**src/rtl/nios_system_gpio_in.sv**
```systemverilog
// Avalon-MM input PIO: pins are synchronised, debounced per bit, and qualifying
// edges of the debounced level are latched into a capture register that drives a maskable irq.
`timescale 1ns/1ps
module nios_system_gpio_in #(
    parameter int WIDTH           = 8,
    parameter int DEBOUNCE_CYCLES = 16,
    parameter int EDGE_TYPE       = 0,
    parameter int IDLE_LEVEL      = 0
) (
    input  logic             clk,
    input  logic             reset,
    input  logic [2:0]       address,
    input  logic             chipselect,
    input  logic             write_n,
    input  logic [31:0]      writedata,
    input  logic [WIDTH-1:0] in_port,
    output logic [31:0]      readdata,
    output logic             irq
);

    localparam int             CW        = $clog2(DEBOUNCE_CYCLES) + 1;
    localparam logic [CW-1:0]  CNT_LAST  = CW'(DEBOUNCE_CYCLES - 1);
    localparam logic [WIDTH-1:0] RST_LEVEL = {WIDTH{(IDLE_LEVEL != 0)}};

    localparam logic [2:0] ADDR_DATA    = 3'd0;
    localparam logic [2:0] ADDR_MASK    = 3'd2;
    localparam logic [2:0] ADDR_CAPTURE = 3'd3;

    logic [WIDTH-1:0] r_sync1;
    logic [WIDTH-1:0] r_sync2;
    logic [WIDTH-1:0] r_stable;
    logic [WIDTH-1:0] r_irq_mask;
    logic [WIDTH-1:0] r_edge_capture;

    logic [WIDTH-1:0] w_accept;
    logic [WIDTH-1:0] w_edge_set;
    logic [WIDTH-1:0] w_capture_clr;
    logic [WIDTH-1:0] w_wdata;
    logic             w_wr;
    logic             w_unused;

    assign w_wr     = chipselect && !write_n;
    assign w_wdata  = writedata[WIDTH-1:0];
    assign w_unused = ^writedata;

    always_ff @(posedge clk) begin
        if (reset) begin
            r_sync1 <= RST_LEVEL;
            r_sync2 <= RST_LEVEL;
        end else begin
            r_sync1 <= in_port;
            r_sync2 <= r_sync1;
        end
    end

    // A bit is accepted when its synchronised level has differed from the
    // stable level for DEBOUNCE_CYCLES consecutive edges.
    genvar gi;
    generate
        for (gi = 0; gi < WIDTH; gi++) begin : g_bit
            logic [CW-1:0] r_cnt;

            always_ff @(posedge clk) begin
                if (reset) begin
                    r_cnt <= '0;
                end else if (r_sync2[gi] == r_stable[gi]) begin
                    r_cnt <= '0;
                end else if (r_cnt == CNT_LAST) begin
                    r_cnt <= '0;
                end else begin
                    r_cnt <= r_cnt + CW'(1);
                end
            end

            assign w_accept[gi] = (r_sync2[gi] != r_stable[gi]) && (r_cnt == CNT_LAST);

            if (EDGE_TYPE == 0) begin : g_rise
                assign w_edge_set[gi] = w_accept[gi] && r_sync2[gi];
            end else if (EDGE_TYPE == 1) begin : g_fall
                assign w_edge_set[gi] = w_accept[gi] && !r_sync2[gi];
            end else begin : g_any
                assign w_edge_set[gi] = w_accept[gi];
            end
        end
    endgenerate

    always_ff @(posedge clk) begin
        if (reset) begin
            r_stable <= RST_LEVEL;
        end else begin
            r_stable <= (r_stable & ~w_accept) | (r_sync2 & w_accept);
        end
    end

    always_ff @(posedge clk) begin
        if (reset) begin
            r_irq_mask <= '0;
        end else if (w_wr && address == ADDR_MASK) begin
            r_irq_mask <= w_wdata;
        end
    end

    assign w_capture_clr = (w_wr && address == ADDR_CAPTURE) ? w_wdata : '0;

    // The set term is ORed in after the clear so a new edge beats a clear on the same bit.
    always_ff @(posedge clk) begin
        if (reset) begin
            r_edge_capture <= '0;
        end else begin
            r_edge_capture <= (r_edge_capture & ~w_capture_clr) | w_edge_set;
        end
    end

    always_comb begin
        readdata = '0;
        case (address)
            ADDR_DATA:    readdata[WIDTH-1:0] = r_stable;
            ADDR_MASK:    readdata[WIDTH-1:0] = r_irq_mask;
            ADDR_CAPTURE: readdata[WIDTH-1:0] = r_edge_capture;
            default:      readdata = '0;
        endcase
    end

    assign irq = |(r_edge_capture & r_irq_mask);

endmodule

```
**config.mk**
```make
export PLATFORM = sky130hd
export DESIGN_NAME = nios_system_gpio_in
export DESIGN_NICKNAME = d
export VERILOG_FILES = /design/src/rtl/nios_system_gpio_in.sv
export SDC_FILE = /design/constraint.sdc
export NUM_CORES = 1
export LEC_CHECK = 0
export BUFFER_PORTS_ARGS = -buffer_cell sky130_fd_sc_hd__buf_2
export CELL_PAD_IN_SITES_DETAIL_PLACEMENT = 1
export CELL_PAD_IN_SITES_GLOBAL_PLACEMENT = 2
export CORE_MARGIN = 10
export CORE_UTILIZATION = 34
export CTS_BUF_LIST = sky130_fd_sc_hd__clkbuf_4
export DETAILED_ROUTE_END_ITERATION = 10
export GPL_ROUTABILITY_DRIVEN = 0
export HOLD_SLACK_MARGIN = 0.05
export PLACE_DENSITY = 0.89
export SYNTH_ARGS = -nofsm -noshare
export SYNTH_HDL_FRONTEND = slang
export SYNTH_SLANG_ARGS = --single-unit
```
**constraint.sdc**
```tcl
create_clock -name clk -period 2 [get_ports clk]
set_input_delay 0.2 -clock clk [delete_from_list [all_inputs] [get_ports clk]]
set_output_delay 0.2 -clock clk [all_outputs]
set_load 0.02 [all_outputs]
```
=== Word level (Yosys, flattened, before mapping) ===
Index checks and enable logic that the tools add are counted.
Widths: inputs -> output; s select.

* Add/sub/neg operators: 8
* Equal/unequal tests: 26
* Mux-type cells: 2
* Bitwise gates (word level): 8
* Reductions and logical operators: 30

{| class="wikitable"
|+ Operators with widths
! cell !! number
|-
| $add 5x1->5 const B || 8
|-
| $eq 5x4->1 const B || 8
|-
| $and 8x8->8 || 4
|-
| $pmux 8 s3 || 1
|-
| $reduce_or 3->1 || 8
|-
| $logic_and 1x1->1 || 19
|-
| $not 8->8 || 2
|-
| $or 8x8->8 || 2
|-
| $eq 1x1->1 || 8
|-
| $mux 8 || 1
|-
| $ne 1x1->1 || 8
|-
| $reduce_or 8->1 || 1
|-
| $eq 3x2->1 const B || 2
|-
| $logic_not 3->1 || 1
|-
| $logic_not 1->1 || 1
|}

* Bits in registers: 80
* Output and inout port bits: 33

=== Depth between registers and ports, before layout ===
* Depth after elaboration: 7
* Mapped depth: 5
* Depth with buffers taken out: 5

=== Least setup slack after synthesis ===
OpenSTA, ideal clock, no wires.

* Kind: flip-flop to flip-flop
* From: reg g_bit[1].r_cnt[0]
* To: reg g_bit[1].r_cnt[2]
* Library setup time: 0.065 ns
* Arrival: 1.418 ns
* Path slack: 0.517 ns
* Stages on the path, launching flop included: 6
* Path through: dfxtp_1 ha_1 and3_1 ha_1 or3_1 nor2_1

* Word-level cells in the longest chain between the ends: 2
* Elaborated cells between the ends (all ways): 3
* Classes of those cells: add/sub: 1; eq/ne: 1; reduce/logical: 1

{| class="wikitable"
|+ Ends and longest elaborated chain
! element !! line !! RTL
|-
| start: declaration || 61 || <nowiki>logic [CW-1:0] r_cnt;</nowiki>
|-
| start signal: assignment || 71 || <nowiki>r_cnt <= r_cnt + CW'(1);</nowiki>
|-
| parallel branches: the longest is 2 deep, another holds $add 5x1->5 || - ||
|}

Parallel ways; which one is timed is not known.
A chain may end at the register's enable or synchronous reset.

==> out/metrics.yaml <==
dr.pass1.iters: 4
fmax_mhz: 550.9
nets: 479
syn2layout_area_growth_pct: 14.12
worst_r2r_endpoint: "g_bit[2].r_cnt[2]"
drtAntennaViolNets: 0
max_slew.worst_pin.slew_ns: 0.6276
cts_max_level: 3
overflow: 0
cellLeakagePower_nw: 1.553
synth.cell_area_mm2: 0.003473
start_util_pct: 35.21
synth_warnings: 0
worst_setup_path_end_kind: "output pin"
die_x_um: 121.1
min_period_ns: 1.815
grt_pass1_vias: 2679
die_h_um: 121.1
slew_headroom_pct: 58.16
ys_types: 27
core-area_mm2: 0.009864
finalSetupTns_ns: 0
clk_path_buf_depth: 2
dieArea_mm2: 0.01466
routed_via_density: 4.526
antenna_found_initial: 0
final-max-slew-violation-count: 0
worstSetupStartpointType: "flip-flop"
grt_max_degree: 41
fin_skew_ns: 0.01360
grt_pass1_wl_mm: 12.05
layout-drive-gt1-share_pct: 14.76
hold_path.class: "primary input to flip-flop"
grtUsageTotal_pct: 10.08
drt_wl_total_mm: 7.106
path_class: "flip-flop to output pin"
io_pins: 80
fillers: 1153
worstHoldPathCells: 2
dpl.hpwl_mm: 5.324
cap_violations: 0
hold_viol: 0
clockRootBuffer: "clkbuf_4"
status: "finished clean"
via_count: 2503
power_density_mw_per_mm2: 695.2
io_buffers: 31
drt_iter0_drc: 162
ys_seq_area_share_pct: 46.11
ir_worst_vdd_v: 0.0002771
cts_tree: "done"
clkLatencyLatePin_ns: 0.42
finalSetupViolCount: 0
crit_required_ns: 1.80
rsz0062_at_grt: "no"
numCtsBuffers: 9
r2r_start: "g_bit[2].r_cnt[0]"
cts_sinks: 80
post-cts-setup-buffers: 0
post-route-drc-count: 0
post_cts_resized: 0
synth_cells: 365
ctsHoldBuffers: 14
worstPathArrival_ns: 1.62
clkTransAtPathRegs_ns: 0.12
diodes: 0
wire_per_inst_um: 12.85
synth-seq-cells: 80
crit_path_max_fanout: 4
whs_ns: 0.2905
reg2regPathDepth: 5
row_count: 36
min_period_over_period_pct: 90.75
min_from: "reset"
avgSynthCellArea_um2: 9.516
r2r_slack_ns: 0.34
[synth_stat cells (all sizes together)]
cell type | count | area share [%]
conb | 1 | 0.11
and2 | 1 | 0.18
o21ai | 8 | 1.2
clkbuf | 4 | 0.43
nand2b | 16 | 2.9
a21oi | 16 | 2.3
nand3 | 8 | 1.2
nand4 | 1 | 0.18
nand3b | 8 | 1.7
xnor2 | 16 | 4.0
xor2 | 8 | 2.0
mux2i | 24 | 6.9
ha | 16 | 5.8
inv | 16 | 1.7
nor2 | 49 | 5.8
or2 | 8 | 1.4
dfxtp | 80 | 46
buf | 32 | 7.0
nor2b | 16 | 2.9
nand2 | 16 | 1.7
nand4bb | 1 | 0.79
and3 | 8 | 1.4
a22oi | 4 | 0.86
or3 | 8 | 1.4
[cells by family after synthesis]
logic type / share of synthesized area (%)
AOI/OAI and AO/OA: 4.323
muxes: 6.916
and+or+nand+nor: 21.61
DFF: 46.11
buffers and inverters: 9.114
xor gates and xnor gates: 6.052
adders and majority gates: 5.764
other: 0.1080
[layout by cell type (no fill, tap or decap), types with 2 or more instances in the layout]
cell type,n
nand2_1,16
nor2b_1,16
and3_1,8
inv_1,16
nand3b_1,8
nand3_1,8
nor2_1,48
clkbuf_4,10
or3_1,8
o21ai_0,8
nand2b_1,16
clkinvlp_4,2
xnor2_1,16
buf_2,31
a22oi_1,4
conb_1,24
mux2i_1,24
buf_4,6
or2_2,8
dfxtp_1,80
a21oi_1,16
xor2_1,8
dlygate4sd3_1,16
ha_1,16
[through the flow]
| stage | utilization, % | power [mW] | cell area, µm² | setup WS (ns) | cells |
|---|---|---|---|---|---|
| 2_1_floorplan | - | 1.818 | 3560 | 0.5175 | 388 |
| 3_3_place_gp | 37.20 | 1.823 | 3670 | 0.4095 | 522 |
| 3_5_place_dp | 37.20 | 1.830 | 3670 | 0.3634 | 522 |
| 4_1_cts | 39.98 | 2.790 | 3944 | 0.1546 | 551 |
| 5_1_grt | 40.18 | 2.904 | 3964 | 0.07437 | 553 |
| 6_report | 40.18 | 2.756 | 3964 | 0.1849 | 553 |
[registers in the layout, indices dropped and copies added (netlist names), named ones only]
name,cells
g_bit.r_cnt,40
r_sync2,8
r_sync1,8
r_edge_capture,8
r_irq_mask,8
[per-layer routing]
layer / global-route usage (%) / up-vias / routed length, µm
met4: 3.394 / 0 / 65
met2: 17.31 / 50 / 3542
met1: 11.00 / 1209 / 3071
met5: 0 / - / 0
met3: 4.095 / 6 / 426
li1: - / 1238 / -
[power breakdown]
group	internal (mW)	switching, mW	leakage [nW]	total, mW
combinational	0.0773	0.113	0.836	0.190
clock	0.388	0.549	0.0685	0.937
sequential	1.62	0.0128	0.648	1.63
total	2.08	0.675	1.55	2.76
[worst max-delay path, stage by stage (launching register included)]
cell     delay (ns)
dfxtp_1        0.42
mux2i_1        0.09
or2_2          0.28
a21oi_1        0.21
buf_2          0.21
[how the worst max path moves through the flow]
stage,slack (ns),to,depth (start not counted),startpoint
2_1_floorplan,0.52,g_bit[1].r_cnt[2],5,g_bit[1].r_cnt[0]
3_5_place_dp,0.36,g_bit[1].r_cnt[2],5,g_bit[1].r_cnt[0]
5_1_grt,0.07,readdata[0],4,flip-flop
6_report,0.18,readdata[0],4,flip-flop
4_1_cts,0.15,readdata[0],4,flip-flop
3_3_place_gp,0.41,readdata[4],5,address[1]
[area by class of cell]
cell class	count	area, µm²	share of cell area (%)
multi-input cells	256	1642	41.41
flip-flops and latches	80	1602	40.40
repair buffers	53	360.3	9.091
well taps	133	166.4	4.198
clock buffers	10	75.07	1.894
inverters	16	60.06	1.515
clock inverters	5	58.81	1.484
Note: power is estimated with default switching activity, not from simulation.
